===== config.mk =====
export PLATFORM = sky130hd
export DESIGN_NAME = div_seq
export DESIGN_NICKNAME = d
export VERILOG_FILES = /design/src/rtl/div_seq.sv
export SDC_FILE = /design/constraint.sdc
export NUM_CORES = 1
export LEC_CHECK = 0
export BUFFER_PORTS_ARGS = -buffer_cell sky130_fd_sc_hd__buf_4
export CAP_MARGIN = 0
export CORE_MARGIN = 5
export CORE_UTILIZATION = 25
export CTS_CLUSTER_DIAMETER = 50
export DETAILED_ROUTE_END_ITERATION = 6
export PLACE_DENSITY_LB_ADDON = 0.25
export SLEW_MARGIN = 10
export SYNTH_ARGS = -nofsm -noshare
export SYNTH_HDL_FRONTEND = slang
export SYNTH_SLANG_ARGS = --single-unit
export TNS_END_PERCENT = 50

===== constraint.sdc =====
create_clock -name clk -period 5.7 [get_ports clk]
set_input_delay 1.14 -clock clk [delete_from_list [all_inputs] [get_ports clk]]
set_output_delay 1.14 -clock clk [all_outputs]
set_load 0.05 [all_outputs]

===== src/rtl/div_seq.sv =====
// Sequential 32-bit divider (signed/unsigned), restoring shift-subtract, one bit per cycle.
// Result is {remainder, quotient}; divide-by-zero yields zero without trapping.
module div_seq (
   input  logic        clk,
   input  logic        rst,
   input  logic        start_i,
   input  logic        annul_i,
   input  logic        signed_div_i,
   input  logic [31:0] opdata1_i,
   input  logic [31:0] opdata2_i,
   output logic [63:0] result_o,
   output logic        ready_o,
   output logic        stallreq_o
);

   typedef enum logic [1:0] {IDLE, DIVZERO, RUN, DONE} state_t;

   state_t      state;
   logic [5:0]  cnt;
   logic [64:0] work;
   logic [31:0] divisor;
   logic        neg_q;
   logic        neg_r;

   logic [31:0] abs_a;
   logic [31:0] abs_b;
   logic [33:0] trial;
   logic [64:0] stepped;
   logic [31:0] q_fin;
   logic [31:0] r_fin;

   // work[64] is always zero between steps, so a 34-bit trial difference captures the borrow.
   always_comb begin
      abs_a   = (signed_div_i && opdata1_i[31]) ? (~opdata1_i + 32'd1) : opdata1_i;
      abs_b   = (signed_div_i && opdata2_i[31]) ? (~opdata2_i + 32'd1) : opdata2_i;
      trial   = work[64:31] - {2'b00, divisor};
      stepped = trial[33] ? {work[63:0], 1'b0} : {trial[32:0], work[30:0], 1'b1};
      q_fin   = neg_q ? (~stepped[31:0] + 32'd1) : stepped[31:0];
      r_fin   = neg_r ? (~stepped[63:32] + 32'd1) : stepped[63:32];
   end

   always_ff @(posedge clk or posedge rst) begin
      if (rst) begin
         state    <= IDLE;
         cnt      <= 6'd0;
         work     <= 65'd0;
         divisor  <= 32'd0;
         neg_q    <= 1'b0;
         neg_r    <= 1'b0;
         result_o <= 64'h0;
      end else begin
         case (state)
            IDLE: begin
               if (start_i && !annul_i) begin
                  work    <= {33'd0, abs_a};
                  divisor <= abs_b;
                  neg_q   <= signed_div_i & (opdata1_i[31] ^ opdata2_i[31]);
                  neg_r   <= signed_div_i & opdata1_i[31];
                  cnt     <= 6'd0;
                  state   <= (opdata2_i == 32'd0) ? DIVZERO : RUN;
               end
            end
            DIVZERO: begin
               if (annul_i) begin
                  state <= IDLE;
               end else begin
                  result_o <= 64'h0;
                  state    <= DONE;
               end
            end
            RUN: begin
               if (annul_i) begin
                  state <= IDLE;
               end else begin
                  work <= stepped;
                  cnt  <= cnt + 6'd1;
                  // The 32nd step lands the sign-corrected result together with the move to DONE.
                  if (cnt == 6'd31) begin
                     result_o <= {r_fin, q_fin};
                     state    <= DONE;
                  end
               end
            end
            DONE: begin
               if (annul_i || !start_i) begin
                  state <= IDLE;
               end
            end
            default: state <= IDLE;
         endcase
      end
   end

   assign ready_o    = (state == DONE);
   assign stallreq_o = !rst && (((state == IDLE) && start_i && !annul_i) ||
                                (state == RUN) || (state == DIVZERO));

endmodule


# Word-level counts from Yosys, hierarchy flattened
# Cells that the tools add are included.
[word_totals]
wordCells = 72
inputBits = 69
output_inout_bits = 66
reg_bits = 171
[classes]
reduce_logical = 20
bitwise_logic = 7
muxes = 22
n_addsub = 6
eq_ne = 10
[op_table]
columns = ["op", "n"]
rows = [
  ["$mux W65", 3],
  ["$mux W64", 3],
  ["$pmux W65 S2", 1],
  ["$add A32 B1 Y32 const B", 4],
  ["$mux W32", 4],
  ["$not A32 Y32", 4],
  ["$pmux W64 S2", 1],
  ["$sub A34 B32 Y34", 1],
  ["$logic_not A32 Y1", 1],
  ["$mux W2", 6],
  ["$mux W6", 2],
  ["$pmux W6 S2", 1],
  ["$ne A2 B2 Y1 const B", 4],
  ["$pmux W2 S4", 1],
  ["$add A6 B1 Y6 const B", 1],
  ["$eq A6 B5 Y1 const B", 1],
  ["$logic_and A1 B1 Y1", 6],
  ["$reduce_and A3 Y1", 2],
  ["$eq A2 B2 Y1 const B", 2],
  ["$reduce_and A4 Y1", 1],
  ["$reduce_bool A2 Y1", 2],
  ["$logic_not A1 Y1", 3],
  ["$logic_or A1 B1 Y1", 3],
  ["$ne A3 B3 Y1 const B", 1],
  ["6 further kinds", 7],
]

# Logic depth before layout (Yosys ltp)
[logic_depth]
ltp_word = 8
ltp_mapped = 25

# Least setup slack after synthesis
# No wires, ideal clock.
[synth_timing]
path_type = "reg2reg"
startpoint = "register work[41]"
endpoint = "register result_o[58]"
path_slack_ns = 1.005
setup_ns = 0.131
path_stages_with_launch = 22
arrival_ns = 4.564
n_path_buf = 3
path_cell_list = "dfrtp_1 -> ha_1 -> a21o_1 -> a31o_1 -> a221oi_4 -> a21oi_2 -> nor3_4 -> nor2_8 -> inv_4 -> buf_6 -> buf_2 -> buf_1 -> nor2_1 -> a21oi_1 -> ha_1 -> nor3b_1 -> nand2_1 -> o21ai_0 -> nand3_2 -> o41ai_1 -> xnor2_1 -> o21ai_1"
[synth_between]
elab_chain_cells = 8
[synth_lines]
columns = ["element", "line", "rtl"]
rows = [
  ["from (decl)", "20", "logic [64:0] work;"],
  ["from (signal assigned)", "55", "work <= {33'd0, abs_a};"],
  ["from (signal assigned)", "75", "work <= stepped;"],
  ["$sub A34 B32 Y34", "36", "trial = work[64:31] - {2'b00, divisor};"],
  ["$mux W65 *", "37", "stepped = trial[33] ? {work[63:0], 1'b0} : {trial[32:0], work[30:0], 1'b1};"],
  ["$not A32 Y32", "39", "r_fin = neg_r ? (~stepped[63:32] + 32'd1) : stepped[63:32];"],
  ["$add A32 B1 Y32", "39", ""],
  ["$mux W32 *", "39", ""],
  ["$mux W64 *", "78", "if (cnt == 6'd31) begin"],
  ["$mux W64 *", "72", "if (annul_i) begin"],
  ["$pmux W64 S2 *", "52", "case (state)"],
  ["to (signal assigned)", "79", "result_o <= {r_fin, q_fin};"],
  ["to (decl)", "11", "output logic [63:0] result_o,"],
]
# Mark *: on every way between the ends. The rest lies on a longest branch, timed or not. The select of a mux whose other input is x is not followed.
# A chain may end at the register's enable or synchronous reset.

# Final worst setup path
[layout_timing]
startpoint = "register work[37]"
endpoint = "register result_o[56]"
# Same word-level chain as after synthesis.

==> run metrics <==
share of the yosys chip area belonging to registers=0.358; Finish-stage setup viols=0; nets in the synthesized netlist=1548; Critical Path RT=6.02 ns; leftover overflow at the end of global routing=0; Routed met3 length=just under 2000 um; Chip Height=229 um; clock period minus final worst setup slack=5.17 ns; total via count in the routed design=10700; maximum single-stage delay on the critical path=0.50 ns; Setup Slack @ Placement=between 0.4 and 0.5 ns; Final Worst Setup Slack=0.529 ns; share of the synthesized area in the top cell type=0.358; post-cts gate resize count=0; detail-routed via count per cell=approximately 5.0; die area=52300 um^2; cell type with the highest aggregate area in the netlist=sky130_fd_sc_hd__dfrtp_1; share of final-layout standard cells stronger than drive strength 1=0.133; number of max-cap violations=0; Fin Setup TNS=0 ns; count of antenna diodes in the layout=0; Met2 Wirelength=17200 um; launch point of the worst hold path=result_o[6]; status=finished, final reports clean; Max H-tree Level=4; wirelength, routed=39700 um; initial core utilization=0.252; drt pass-1 iters=5; TritonCTS clock tree=yes; number of cells on the worst hold path=2; DRC errors left=0; Setup crit end kind=register; main area contributors after synthesis=sky130_fd_sc_hd__dfrtp_1 (36%), sky130_fd_sc_hd__o21ai_0 (8.8%), sky130_fd_sc_hd__nand2_1 (6.9%); number of clock sinks=171; clock latency on the worst-skew pair=0.44 ns; mean routed wirelength per cell=around 18 um; post-layout net count=between 1500 and 2000; clock buffer count from CTS=17; Critical Setup Path Class=reg -> reg; Max stage delay cell, worst path=sky130_fd_sc_hd__dfrtp_1; multi-input combinational cell area=about 7200 um^2; worst-path cell chain=ha_1, a21oi_2, o21ai_0, a221oi_4, a21oi_2, o21a_1, nor2_8, mux2i_1, ha_1, nor3b_1, nand2_1, o21ai_1, nand3_2, o41ai_2, xnor2_1, o21ai_1; input/output buffers=roughly 130; Synth cell types=78; final count of pins violating max slew=0; Final GP Congestion=a little under 0.9; Iter 0 DRT Violations=around 800; data arrival time at the worst-slack endpoint=approximately 5.5 ns; CP startpoint kind=register; number of filler cells placed in the layout=between 5000 and 6000; number of hold violations in the final report=0; synth-to-layout area growth=18.1%; maximum number of pins on one net before global-route repair=between 150 and 200; worst reg2reg endpoint=result_o[56]; Yosys warning total=0; vias in the first global route=roughly 10000; startpoint of the lowest-slack register-to-register path=work[37]; maximum number of buffers from clock root to sink=2; number of nets still failing antenna checks after routing=0; depth of the worst register-to-register path=16; final worst path period share=0.907; std cell rows=80; most used flip-flop cell after synthesis=sky130_fd_sc_hd__dfrtp_1; Hold Crit Endpoint=result_o[6]; Die Width=around 230 um; f_max=193 MHz; Post-synth EDFFs=0; fraction of the core area covered by cells at the end of the flow=0.297; HPWL reported at the end of detailed placement=between 30000 and 40000 um; Synth Register Bits=between 150 and 200; RSZ-0062 raised after global routing=false; average cell area after synthesis=8.32 um^2; GRT Total Usage=0.149; FFs w/ async S/R, synth=1.00; total setup buffers inserted after CTS=0; initial antenna violation count=1; top cell family by delay on the critical path=compound AO/OA/AOI/OAI gates; routed length on met1=between 20000 and 25000 um; worst path bufs/invs=0; Cell Area, Synth=12000 um^2; CTS Root Cell=sky130_fd_sc_hd__clkbuf_16; wire length of the first global-routing pass=62200 um; relative slew slack=0.184; post-CTS clock slew at the launch and capture registers of the worst setup and hold paths=roughly 0.070 ns; setup slack of the worst register-to-register path=0.53 ns; register cell area after layout=4280 um^2; Slew @ Worst Pin=between 1 and 1.5 ns; hold buffer count at CTS=0; highest routing layer actually used=met4; type of the worst min-delay path=reg -> reg; Post-Route Skew=0.00971 ns; maximum fanout along the worst path=18; synthesized instance count=roughly 1400; placeable core region=approximately 48000 um^2; I/O pins=135
[how the worst max path moves through the flow]
stage	start	endpoint	cells past startpoint	slack, ns
6_report	work[37]	result_o[56]	16	0.53
5_1_grt	work[39]	result_o[60]	16	0.04
4_1_cts	work[39]	result_o[56]	16	0.37
3_5_place_dp	work[39]	result_o[56]	16	0.43
3_3_place_gp	work[39]	result_o[56]	16	0.54
2_1_floorplan	work[41]	result_o[58]	21	1.00
[flip-flops by register name (all words and copies together) (netlist names)]
register and cells:
work 65, result_o 64, divisor 32, cnt 6
state 2, neg_q 1, neg_r 1
[cells in the mapped netlist, drive strengths merged (3+ instances only)]
library cell	count
a21boi	6
o31ai	30
nor3b	5
or2	6
a21o	16
a22oi	33
or4	12
nand4	9
nand2b	11
inv	52
o21ai	226
o211ai	10
dfrtp	171
o21bai	3
nor2b	6
a31oi	10
and2	10
clkbuf	56
o21a	4
nor2	77
ha	41
nand3	23
xnor2	58
nor4	13
mux2i	28
o41ai	19
nand3b	6
nand2	220
or3	24
nor3	32
a21oi	68
o2111ai	4
and3	4
buf	17
xor2	82
and4	3
a211oi	9
[area by class of cell]
class / instances / share of cell area
clock buffer: 22 / 0.0322
clock inverter: 9 / 0.00647
inverter: 52 / 0.0143
multi-input combinational: 1141 / 0.509
sequential: 171 / 0.303
tap: 615 / 0.0545
timing repair buffer: 150 / 0.0806
[per-layer routing]
layer  up-vias  track usage
met3        34       0.0302
met4         0       0.0376
met1      5103        0.219
met5         -            0
li1       5346            -
met2       244        0.222
[cells by family (layout without fill, tap and decap cells)]
logic type | count (synthesis) | count (layout) | share of synthesized area
muxes | 29 | 29 | 0.0247
AOI/OAI and AO/OA | 464 | 464 | 0.244
DFF | 171 | 171 | 0.358
adders and majority gates | 42 | 42 | 0.0446
and+or+nand+nor | 466 | 466 | 0.184
xor gates and xnor gates | 140 | 140 | 0.103
buffers and inverters | 125 | 233 | 0.0427
[worst reg2reg max path, delay by kind of cell, from the launching register on]
kind	cells	cell delay, ns
compound gates	8	2.12
xor+xnor	1	0.20
fa+ha+maj	2	0.74
flops	1	0.50
mux	1	0.46
simple gates	4	1.01
[through the flow]
step,std cells,area [um^2],hold WS [ns]
finish,2160,14100,0.479
detailed placement,2129,13600,0.471
global placement,2129,13600,0.464
CTS,2160,14100,0.486
global route,2160,14100,0.502
floorplan,1437,12000,0.449
[cell usage in the layout (no fill, tap or decap), types with 16 or more instances in the layout]
| cell type | netlist | routed |
|---|---|---|
| sky130_fd_sc_hd__clkbuf_16 | 0 | 17 |
| sky130_fd_sc_hd__buf_4 | 1 | 149 |
| sky130_fd_sc_hd__nand3_1 | 22 | 22 |
| sky130_fd_sc_hd__or3_1 | 24 | 24 |
| sky130_fd_sc_hd__mux2i_1 | 28 | 28 |
| sky130_fd_sc_hd__a22oi_1 | 33 | 33 |
| sky130_fd_sc_hd__nor3_1 | 31 | 31 |
| sky130_fd_sc_hd__nor2_1 | 76 | 76 |
| sky130_fd_sc_hd__dfrtp_1 | 171 | 171 |
| sky130_fd_sc_hd__xnor2_1 | 58 | 58 |
| sky130_fd_sc_hd__a21o_1 | 16 | 16 |
| sky130_fd_sc_hd__o21ai_1 | 15 | 16 |
| sky130_fd_sc_hd__xor2_1 | 82 | 82 |
| sky130_fd_sc_hd__a21oi_1 | 66 | 66 |
| sky130_fd_sc_hd__o31ai_1 | 27 | 27 |
| sky130_fd_sc_hd__ha_1 | 41 | 41 |
| sky130_fd_sc_hd__inv_1 | 51 | 50 |
| sky130_fd_sc_hd__o21ai_0 | 211 | 209 |
| sky130_fd_sc_hd__nand2_1 | 220 | 219 |
Power is left out: the tool's default activity adds up to more than one toggle a clock period on the data nets, which glitch-free logic cannot reach.
